File: config.mk
export PLATFORM = sky130hd
export DESIGN_NAME = awb_gain_sequencer
export DESIGN_NICKNAME = d
export VERILOG_FILES = /design/src/rtl/awb_gain_sequencer.sv
export SDC_FILE = /design/constraint.sdc
export NUM_CORES = 1
export LEC_CHECK = 0
export ABC_AREA = 1
export BUFFER_PORTS_ARGS = -buffer_cell sky130_fd_sc_hd__buf_2
export CORE_MARGIN = 4
export CORE_UTILIZATION = 57
export DETAILED_ROUTE_END_ITERATION = 16
export PLACE_DENSITY = 0.89
export SYNTH_ARGS = -nofsm -noshare
export SYNTH_HDL_FRONTEND = slang
export SYNTH_SLANG_ARGS = --single-unit
File: constraint.sdc
create_clock -name clk -period 2.2 [get_ports clk]
set_input_delay 0 -clock clk [delete_from_list [all_inputs] [get_ports clk]]
set_output_delay 0 -clock clk [all_outputs]
set_load 0.01 [all_outputs]
File: src/rtl/awb_gain_sequencer.sv
`default_nettype none
// ============================================================================
// Module   : awb_gain_sequencer
// Purpose  : Runs R/G/B white-balance gain divisions on one shared serial
//            divider. Results are committed as a set on a frame boundary.
//            Optional gain clamping is enabled by defining AWB_GAIN_CLAMP_EN.
// Revision : 1.0
// ============================================================================
module awb_gain_sequencer #(
    parameter int unsigned          PRECISION = 16,
    parameter int unsigned          TIMEOUT   = 64,
    parameter logic [PRECISION-1:0] GAIN_MIN  = PRECISION'(16'h0040),
    parameter logic [PRECISION-1:0] GAIN_MAX  = PRECISION'(16'h0400)
) (
    input  logic                 clk,
    input  logic                 rst_n,
    input  logic                 mean_valid_i,
    input  logic [7:0]           r_mean_i,
    input  logic [7:0]           g_mean_i,
    input  logic [7:0]           b_mean_i,
    input  logic                 frame_start_i,
    output logic                 div_start_o,
    output logic [15:0]          div_dividend_o,
    output logic [7:0]           div_divisor_o,
    input  logic                 div_done_i,
    input  logic [PRECISION-1:0] div_quot_i,
    output logic                 busy_o,
    output logic [PRECISION-1:0] K_R_o,
    output logic [PRECISION-1:0] K_G_o,
    output logic [PRECISION-1:0] K_B_o,
    output logic                 gain_update_o,
    output logic                 err_o
);

    localparam int unsigned          c_CNT_W   = $clog2(TIMEOUT + 1);
    localparam logic [c_CNT_W-1:0]   c_TO_LAST = c_CNT_W'(TIMEOUT - 1);
    localparam logic [PRECISION-1:0] c_UNITY   = PRECISION'(256);
    localparam logic [1:0]           c_CH_B    = 2'd2;

    typedef enum logic [1:0] {
        S_IDLE = 2'd0,
        S_REQ  = 2'd1,
        S_WAIT = 2'd2,
        S_NEXT = 2'd3
    } state_t;

    state_t                r_state;
    state_t                w_state_nxt;
    logic                  w_div_start;
    logic                  w_timeout;
    logic                  w_store;
    logic [1:0]            r_ch;
    logic [7:0]            r_mean_grn;
    logic [7:0]            r_mean_blu;
    logic [15:0]           r_div_dividend;
    logic [7:0]            r_div_divisor;
    logic [c_CNT_W-1:0]    r_wait_cnt;
    logic [PRECISION-1:0]  r_work    [3];
    logic [PRECISION-1:0]  r_pending [3];
    logic                  r_pending_valid;
    logic [PRECISION-1:0]  r_k_r, r_k_g, r_k_b;
    logic                  r_gain_update;
    logic                  r_err;
    logic [9:0]            w_sum;
    logic [7:0]            w_k_mean;
    logic [PRECISION-1:0]  w_quot_raw;
    logic [PRECISION-1:0]  w_work_din;
    logic                  w_commit;

    function automatic logic [PRECISION-1:0] sat_gain(input logic [PRECISION-1:0] q);
        if (q < GAIN_MIN) return GAIN_MIN;
        if (q > GAIN_MAX) return GAIN_MAX;
        return q;
    endfunction

    assign w_sum    = {2'b00, r_mean_i} + {2'b00, g_mean_i} + {2'b00, b_mean_i};
    assign w_k_mean = 8'(w_sum / 10'd3);

    // A zero divisor never reaches the divider; it saturates in REQ instead.
    assign w_quot_raw = (r_state == S_REQ) ? '1 : div_quot_i;
`ifdef AWB_GAIN_CLAMP_EN
    assign w_work_din = sat_gain(w_quot_raw);
`else
    assign w_work_din = w_quot_raw;
`endif

    assign w_commit = frame_start_i && r_pending_valid;

    always_ff @(posedge clk or negedge rst_n) begin
        if (!rst_n) r_state <= S_IDLE;
        else        r_state <= w_state_nxt;
    end

    always_comb begin
        w_state_nxt = r_state;
        w_div_start = 1'b0;
        w_timeout   = 1'b0;
        w_store     = 1'b0;
        case (r_state)
            S_IDLE: if (mean_valid_i) w_state_nxt = S_REQ;
            S_REQ: begin
                if (r_div_divisor == 8'd0) begin
                    w_store     = 1'b1;
                    w_state_nxt = S_NEXT;
                end else begin
                    w_div_start = 1'b1;
                    w_state_nxt = S_WAIT;
                end
            end
            S_WAIT: begin
                if (div_done_i) begin
                    w_store     = 1'b1;
                    w_state_nxt = S_NEXT;
                end else if (r_wait_cnt == c_TO_LAST) begin
                    w_timeout   = 1'b1;
                    w_state_nxt = S_IDLE;
                end
            end
            S_NEXT:  w_state_nxt = (r_ch != c_CH_B) ? S_REQ : S_IDLE;
            default: w_state_nxt = S_IDLE;
        endcase
    end

    always_ff @(posedge clk or negedge rst_n) begin
        if (!rst_n) begin
            r_ch            <= 2'd0;
            r_mean_grn      <= 8'd0;
            r_mean_blu      <= 8'd0;
            r_div_dividend  <= 16'd0;
            r_div_divisor   <= 8'd0;
            r_wait_cnt      <= '0;
            r_pending_valid <= 1'b0;
            r_k_r           <= c_UNITY;
            r_k_g           <= c_UNITY;
            r_k_b           <= c_UNITY;
            r_gain_update   <= 1'b0;
            r_err           <= 1'b0;
            for (int i = 0; i < 3; i++) begin
                r_work[i]    <= '0;
                r_pending[i] <= '0;
            end
        end else begin
            r_gain_update <= w_commit;
            // Commit consumes the previously registered pending set; a set
            // finishing in this same cycle re-arms pending_valid below.
            if (w_commit) begin
                r_k_r           <= r_pending[0];
                r_k_g           <= r_pending[1];
                r_k_b           <= r_pending[2];
                r_pending_valid <= 1'b0;
            end
            if (w_timeout) r_err <= 1'b1;
            if (w_store) begin
                for (int i = 0; i < 3; i++)
                    if (r_ch == 2'(i)) r_work[i] <= w_work_din;
            end
            case (r_state)
                S_IDLE: begin
                    if (mean_valid_i) begin
                        r_ch           <= 2'd0;
                        r_mean_grn     <= g_mean_i;
                        r_mean_blu     <= b_mean_i;
                        r_div_dividend <= {w_k_mean, 8'd0};
                        r_div_divisor  <= r_mean_i;
                    end
                end
                S_REQ:  r_wait_cnt <= '0;
                S_WAIT: r_wait_cnt <= r_wait_cnt + 1'b1;
                S_NEXT: begin
                    if (r_ch != c_CH_B) begin
                        r_ch          <= r_ch + 2'd1;
                        r_div_divisor <= (r_ch == 2'd0) ? r_mean_grn : r_mean_blu;
                    end else begin
                        for (int i = 0; i < 3; i++) r_pending[i] <= r_work[i];
                        r_pending_valid <= 1'b1;
                    end
                end
                default: ;
            endcase
        end
    end

    assign div_start_o    = w_div_start;
    assign div_dividend_o = r_div_dividend;
    assign div_divisor_o  = r_div_divisor;
    assign busy_o         = (r_state != S_IDLE);
    assign K_R_o          = r_k_r;
    assign K_G_o          = r_k_g;
    assign K_B_o          = r_k_b;
    assign gain_update_o  = r_gain_update;
    assign err_o          = r_err;

endmodule
`default_nettype wire
# Word level (Yosys, flattened, before mapping)
# Index checks and enable logic that the tools add are counted.
# word_totals
register_bits	190
out_inout_bits	76
elab_cells	75
# classes
addsub	4
div_mod_pow	1
n_eq_ne	10
muxes	26
bitwise_logic	1
reduce_logical	14
# ops
cell	count
$mux W8	3
$mux W16	1
$pmux W8 S2	1
$pmux W7 S2	1
$mux W1	12
$reduce_and A2 Y1	6
$add A9 B8 Y10	1
$div A10 B2 Y10 const B	1
$mux W2	5
$add A8 B8 Y9	1
$logic_not A8 Y1	1
$pmux W2 S4	1
$add A7 B1 Y7 const B	1
$eq A7 B6 Y1 const B	1
$eq A2 B2 Y1 const B	3
$ne A2 B2 Y1 const B	3
$reduce_bool A2 Y1	3
$eq A2 B1 Y1 const B	2
$logic_not A2 Y1	2
$pmux W2 S2	1
$ne A3 B3 Y1 const B	1
$reduce_and A3 Y1	1
$add A2 B1 Y2 const B	1
$pmux W1 S2	1
other kinds (2)	2

# Depth between registers and ports, before layout
# Gate-level depths: netlist of run 1.
# logic_depth
ltp_word	4
mapped_depth	38
ltp_nobuf	38

# Worst setup path before layout of run 1
# No wires, ideal clock.
# synth_timing
kind	input port to flip-flop
start	in r_mean_i[1]
end	reg r_div_dividend[8], in the netlist div_dividend_o[8]
arrival_time_ns	3.581
slack_ns	-1.498
cell_stages	35
n_path_buf	0
path_cell_list	inv_1 fa_1 inv_1 ha_1 inv_1 fa_1 inv_1 nand2_1 nand2_1 nand3_2 nand2_2 nand2_2 nand2_2 nand2_2 nand2_1 nand3_2 nand2_1 nand2_1 nand3_2 nand2_1 nand2_1 nand3_1 nand2_2 inv_2 o21ai_2 nand2_2 a21oi_2 nor2_4 ha_1 a21oi_2 nand2_1 nand2_1 nand3_1 nor2_1 nor2_1
# synth_between
elab_chain_cells	3
# synth_lines
element	line	rtl
start: declaration	18	input logic [7:0] r_mean_i,
$add A8 B8 Y9	76	assign w_sum = {2'b00, r_mean_i} + {2'b00, g_mean_i} + {2'b00, b_mean_i};
$add A9 B8 Y10	76	
$div A10 B2 Y10	77	assign w_k_mean = 8'(w_sum / 10'd3);
end signal: assignment	163	r_div_dividend <= {w_k_mean, 8'd0};
end: declaration	55	logic [15:0] r_div_dividend;
# No other way between the ends.
# A chain may end at the register's enable or synchronous reset.

# Worst setup path in the final report of run 1
# layout_timing
start	in r_mean_i[2]
end	reg r_div_dividend[8], in the netlist div_dividend_o[8]
# Same word-level chain as after synthesis.

==> flow_metrics.py, run 1 <==
metrics = {
    "sta": {
        "grt_setup_unrepaired": "true",
        "relSlewSlack": 0.4256,
        "post-route-min-period_ns": 4.256,
        "fmax_mhz": 235.0,
        "setup_slack_ns": -2.056,
        "whs_ns": 0.06398,
        "finalHoldViolCount": 0,
        "tns_ns": -8.550,
        "finalClockSkew_ns": 0.008631,
        "setup_violations": 7,
        "min_period_over_period": 1.935,
        "max_slew.worst_pin.slew_ns": 0.8616,
        "slew_violations": 0,
    },
    "die": {
        "rows": 44,
        "core_mm2": 0.01464,
        "design.die.area_mm2": 0.01712,
        "die_w_um": 130.9,
        "start_util": 0.5875,
        "fp.dieH_um": 130.9,
        "ios": 121,
    },
    "clock_tree": {
        "cts.sinks": 190,
        "htree_levels": 4,
        "cts_buffer_depth": 2,
        "cts_tree": "done",
        "clk_latency_ns": 0.44,
        "cts_inserted_buffers": 17,
        "path_clk_slew_ns": 0.08,
        "clockRootBuffer": "clkbuf_16",
    },
    "power": {
        "powerDensity_mw_per_mm2": 1515,
        "irDropWorstVdd_v": 0.001282,
        "p_leak_nw": 5.950,
        "power_mw": 17.11,
    },
    "placed_design": {
        "dp_hpwl_um": 14170,
        "dpl_cell_area_mm2": 0.009787,
        "port-buffer-count": 112,
        "gp_congestion": 0.8904,
    },
    "synthesis": {
        "post-synth-top-area-cell": "dfrtp_1",
        "syn_area_mm2": 0.008603,
        "synth-seq-cells": 190,
        "synthTopCellsByArea": "dfrtp_1, nand2_1, o21ai_0",
        "yosys.area.top_type_share": 0.5439,
        "ys_warn_count": 0,
        "avgSynthCellArea_um2": 8.603,
        "synth_cells": 1000,
        "yosysSeqAreaShare": 0.5531,
        "synth_cell_types": 37,
    },
    "critical_path": {
        "critical-path-max-stage-delay_ns": 0.64,
        "critPathSlowestCell": "fa_1",
        "crit_start": "r_mean_i[2]",
        "crit_family": "simple AND/OR/NAND/NOR gates",
        "endpoint_kind": "register",
        "critPathKind": "input pin to register",
        "reg2reg_from": "r_ch[0]",
        "cp.arrival_ns": 4.59,
        "path_max_fanout": 5,
        "path_buf_inv": 4,
        "cp.required_ns": 2.53,
        "cpMostUsedCell": "nand2_2",
        "crit_path_start_kind": "input pin",
    },
    "global_routing": {
        "grt_pass1_wl_um": 39370,
        "grt_max_degree": 98,
        "grt.total_usage": 0.2990,
        "overflow": 0,
        "antenna_found_initial": 0,
        "grt_pass1_vias": 7893,
    },
    "hold_path": {
        "hold_start": "r_mean_i[6]",
        "hold_path.class": "input pin to register",
    },
    "detailed_routing": {
        "firstDrtPassIters": 5,
        "vias": 8082,
        "remaining_drc_errors": 0,
        "wl_per_cell_um": 19.23,
        "wl_um": 27210,
        "antenna_left": 0,
        "drt-vias-per-instance": 5.712,
        "first_iter_violations": 802,
    },
    "layout": {
        "multi_input_area_mm2": 0.003592,
        "seq_area_mm2": 0.004758,
        "post-route-util": 0.7714,
        "num-nets-final": 1288,
        "fillCellCount": 804,
        "drive_above_1_share": 0.2748,
        "design_area_mm2": 0.01130,
        "syn_to_final_growth_pct": 31.30,
    },
    "outcome": {
        "status": "finished with violations",
        "failed_checks": "setup timing",
    },
    "flow_run": {
        "cap_violations": 0,
    },
}
-- final cells by class --
| class | instances | share of cell area |
|---|---|---|
| inverters | 123 | 0.04176 |
| clock inverters | 15 | 0.01495 |
| repair buffers | 235 | 0.1458 |
| flip-flops and latches | 190 | 0.4212 |
| diodes | 1 | 0.0002215 |
| multi-input cells | 650 | 0.3180 |
| well taps | 184 | 0.02038 |
| clock buffers | 17 | 0.03766 |
-- worst paths after layout --
path | endpoint | slack [ns] | cells past startpoint
min | div_divisor_o[6] | 0.06 | 6
max in group asynchronous | r_work[18] | 1.34 | 3
min in group asynchronous | K_B_o[11] | 0.11 | 2
max reg2reg | r_pending[45] | 0.17 | 6
max | div_dividend_o[8] | -2.06 | 25
min reg2reg | K_B_o[8] | 0.47 | 2
-- power breakdown --
group          leakage (nW)  internal, mW  switching, mW  total [mW]
combinational          3.35          3.23           4.98        8.21
sequential             2.31          5.03          0.809        5.84
clock                 0.289          1.53           1.53        3.06
total                  5.95          9.79           7.32        17.1
-- logic make-up (layout without fill, tap and decap cells) --
group,Yosys count,count (layout),synth area share
fa+ha+maj,26,26,0.04567
simple gates,443,443,0.2129
buf+inv,167,390,0.07635
xor+xnor,5,5,0.005091
flops,190,190,0.5531
other cells,1,9,0.0004359
compound gates,168,168,0.1065
-- metal layers --
metal | share of wire | track usage
met1 | 0.36 | 0.3542
met2 | 0.48 | 0.5104
met3 | 0.079 | 0.06016
met4 | 0.079 | 0.1670
met5 | 0 | 0
-- worst min-delay path, cell delays in order --
cell,delay (ns)
buf_2,0.10
buf_4,0.10
nand2_1,0.06
o21ai_0,0.09
nand2_1,0.06
o21ai_0,0.06
-- Yosys cell counts (all sizes together) --
cell type  count
xnor2          2
inv          121
nor2          40
nor4           1
nor3           2
o21ai        140
buf           11
nand4          2
o22ai          4
nand2        348
a31oi          7
clkbuf        33
clkinv         2
dfstp          3
or2           18
a21oi         12
o211ai         2
xor2           3
o31ai          1
ha            17
conb           1
o21a           1
a21o           1
fa             9
and2           1
nand3         31
dfrtp        187
-- state kept, by name, summed over array words and instances, names as in the netlist, 7 cells and up --
name            cells
r_mean_blu          8
r_wait_cnt          7
K_R_o              16
div_divisor_o       8
K_B_o              16
div_dividend_o      8
K_G_o              16
r_mean_grn          8
r_work             48
r_pending          48
-- placed cells by master, fill, tap and decap left out, drive strengths merged, types with 18 or more instances in the layout --
| cell type | Yosys | routed |
|---|---|---|
| clkbuf | 33 | 18 |
| inv | 121 | 129 |
| nand2 | 348 | 348 |
| nand3 | 31 | 31 |
| o21ai | 140 | 140 |
| buf | 11 | 198 |
| nor2 | 40 | 40 |
| or2 | 18 | 18 |
| dlygate4sd3 | 0 | 36 |
| dfrtp | 187 | 187 |
-- timing repair --
item / in CTS / in global routing
hold buffers: 36 / 0
gates resized for setup: 39 / 41
buffers inserted: 13 / 10
endpoints found under the hold margin: 168 / 0
pin swaps: 16 / 18
endpoints found under the setup margin: 6 / 7
-- through the flow --
| stage | instances | worst slack (ns) |
|---|---|---|
| 2_1_floorplan | 1007 | -1.359 |
| 3_3_place_gp | 1323 | -1.615 |
| 3_5_place_dp | 1323 | -1.882 |
| 4_1_cts | 1404 | -1.276 |
| 5_1_grt | 1414 | -2.139 |
| 6_report | 1415 | -2.056 |
(Power assumes the default switching activity.)
==> inputs of run 2 (changes only) <==
--- a/config.mk
+++ b/config.mk
@@ -9,7 +9,9 @@
 export BUFFER_PORTS_ARGS = -buffer_cell sky130_fd_sc_hd__buf_2
 export CORE_MARGIN = 4
-export CORE_UTILIZATION = 57
+export CORE_UTILIZATION = 59
+export CTS_BUF_LIST = sky130_fd_sc_hd__clkbuf_8
 export DETAILED_ROUTE_END_ITERATION = 16
-export PLACE_DENSITY = 0.89
+export GPL_TIMING_DRIVEN = 0
+export PLACE_DENSITY = 0.92
 export SYNTH_ARGS = -nofsm -noshare
 export SYNTH_HDL_FRONTEND = slang
==> constraint.sdc (replaced) <==
create_clock -name clk -period 2.2 [get_ports clk]
set_input_delay 0.11 -clock clk [delete_from_list [all_inputs] [get_ports clk]]
set_output_delay 0.11 -clock clk [all_outputs]
set_load 0.01 [all_outputs]
==> flow_metrics.py, run 2 (synthesis gave the netlist of run 1 again) <==
metrics = {
    "outcome": {
        "status": "finished with violations",
        "failed_checks": "setup timing",
    },
    "die": {
        "die_w_um": 128.8,
        "start_util": 0.6103,
        "rows": 43,
        "ios": 121,
        "fp.dieH_um": 128.8,
        "design.die.area_mm2": 0.01658,
        "core_mm2": 0.01410,
    },
    "placed_design": {
        "placed_cells": 1300,
        "dp_hpwl_um": 14460,
        "gp_congestion": 0.8809,
        "pre_cts_ws_ns": -2.031,
        "port-buffer-count": 112,
    },
    "critical_path": {
        "rr_worst_depth": 7,
        "ff2ff_setup_slack_ns": -0.04,
        "worstSetupEndpoint": "div_dividend_o[8]",
        "critPathKind": "input pin to register",
        "critPathSlowestCell": "fa_1",
        "critical-path-max-stage-delay_ns": 0.42,
        "cp.required_ns": 2.62,
        "endpoint_kind": "register",
        "cpMostUsedCell": "nand2_2",
        "cp.arrival_ns": 4.70,
        "r2r-end": "div_dividend_o[10]",
        "reg2reg_from": "r_state[1]",
        "crit_start": "g_mean_i[1]",
        "crit_path_start_kind": "input pin",
        "path_max_fanout": 4,
    },
    "power": {
        "powerDensity_mw_per_mm2": 1435,
        "p_leak_nw": 5.702,
        "irDropWorstVdd_v": 0.001498,
    },
    "global_routing": {
        "groute.layer.met3.usage": 0.07472,
        "overflow": 0,
        "grt_use_met2": 0.5110,
        "grt_pass1_vias": 7926,
        "grt_max_degree": 120,
        "gr-usage-met1": 0.3349,
        "antenna_found_initial": 0,
        "grt.total_usage": 0.2943,
        "grt_pass1_wl_um": 38140,
        "busiest_layer": "met2",
    },
    "clock_tree": {
        "clockRootBuffer": "clkbuf_8",
        "htree_levels": 4,
        "path_clk_slew_ns": 0.10,
        "cts.sinks": 190,
        "cts_buffer_depth": 2,
        "cts_tree": "done",
        "cts_inserted_buffers": 17,
        "clk_latency_ns": 0.51,
    },
    "layout": {
        "final_common_cell": "nand2_1",
        "drive_above_1_share": 0.2404,
        "num-nets-final": 1285,
        "final_cell_mix": "nand2_1, dfrtp_1, o21ai_0, inv_1, buf_2",
        "antenna_cells": 0,
        "fillCellCount": 839,
        "syn_to_final_growth_pct": 24.69,
        "reg_top3": "r_pending: 48 flops, r_work: 48 flops",
        "finalNonFillerCells": 1407,
    },
    "sta": {
        "min_period_over_period": 1.945,
        "tns_ns": -7.235,
        "relSlewSlack": 0.4160,
        "setup_violations": 6,
        "finalHoldViolCount": 0,
        "post-route-min-period_ns": 4.280,
        "fmax_mhz": 233.7,
        "max_slew.worst_pin.slew_ns": 0.8760,
        "setup_slack_ns": -2.080,
        "grt_setup_unrepaired": "true",
        "whs_ns": 0.01658,
        "finalClockSkew_ns": 0.01809,
        "slew_violations": 0,
    },
    "detailed_routing": {
        "antenna_left": 0,
        "firstDrtPassIters": 6,
        "wl_um": 26170,
        "drt-vias-per-instance": 5.690,
        "vias": 8006,
        "remaining_drc_errors": 0,
        "wl_per_cell_um": 18.60,
        "first_iter_violations": 750,
    },
    "flow_run": {
        "cap_violations": 0,
    },
    "hold_path": {
        "hold_path.class": "input pin to register",
    },
}
==> run 2: cell types whose count changed in the layout (fill, tap and decap cells not counted), sizes merged <==
cell and delta:
inv +1, clkinv -1, diode -1, buf -36, clkinvlp -1, clkbuf +34
==> run 2: layout make-up <==
class	instances	area [um2]	area share
sequential	190	4758	0.4435
inverter	123	469.2	0.04374
clock buffer	18	247.7	0.02309
timing repair buffer	188	1285	0.1198
buffer	44	211.5	0.01971
multi-input combinational	650	3427	0.3195
clock inverter	14	103.9	0.009680
tap	180	225.2	0.02099
==> run 2: per-stage QoR <==
step | instance area, um2 | power [mW] | utilization
final | 10730 | 15.40 | 0.7611
after global routing | 10730 | 16.24 | 0.7611
after CTS | 10480 | 13.91 | 0.7432
after detailed placement | 9495 | 11.16 | 0.6736
after global placement | 9458 | 10.78 | 0.6710
after floorplan | 8672 | 9.436 | -
==> run 2: power breakdown <==
| group | switching [mW] | internal, mW |
|---|---|---|
| sequential | 0.769 | 5.02 |
| combinational | 4.61 | 2.83 |
| clock | 1.34 | 0.833 |
| total | 6.72 | 8.68 |
==> run 2: routing by layer <==
metal  up-vias  routed length (um)
met5         -                   0
met4         0                1854
met3       168                2381
met2       525               12910
met1      3778                9027
li1       3535                   -
==> run 2: worst min path at each step <==
stage,from,end,slack [ns],depth (start not counted)
finish,div_quot_i[11],r_work[43],0.02,4
global route,div_quot_i[11],r_work[27],0.01,4
CTS,div_quot_i[11],r_work[27],0.003,4
detailed placement,rst_n,K_G_o[6],0.25,1
global placement,frame_start_i,r_pending_valid,0.32,2
floorplan,rst_n,K_B_o[0],-0.19,0
==> run 2: worst max-delay path, delay by kind of cell <==
| family | cells | cell delay [ns] |
|---|---|---|
| and+or+nand+nor | 22 | 2.31 |
| buffers and inverters | 7 | 0.64 |
| adders and majority gates | 4 | 1.13 |
| AOI/OAI and AO/OA | 4 | 0.49 |
==> run 2: timing repair <==
item / 4_1_cts / 5_1_grt
setup buffers: 26 / 13
gates cloned: 0 / 0
hold buffers: 36 / 0
pin swaps: 18 / 20
endpoints found under the hold margin: 159 / 0
setup endpoints to repair: 38 / 72
resized for setup: 22 / 42
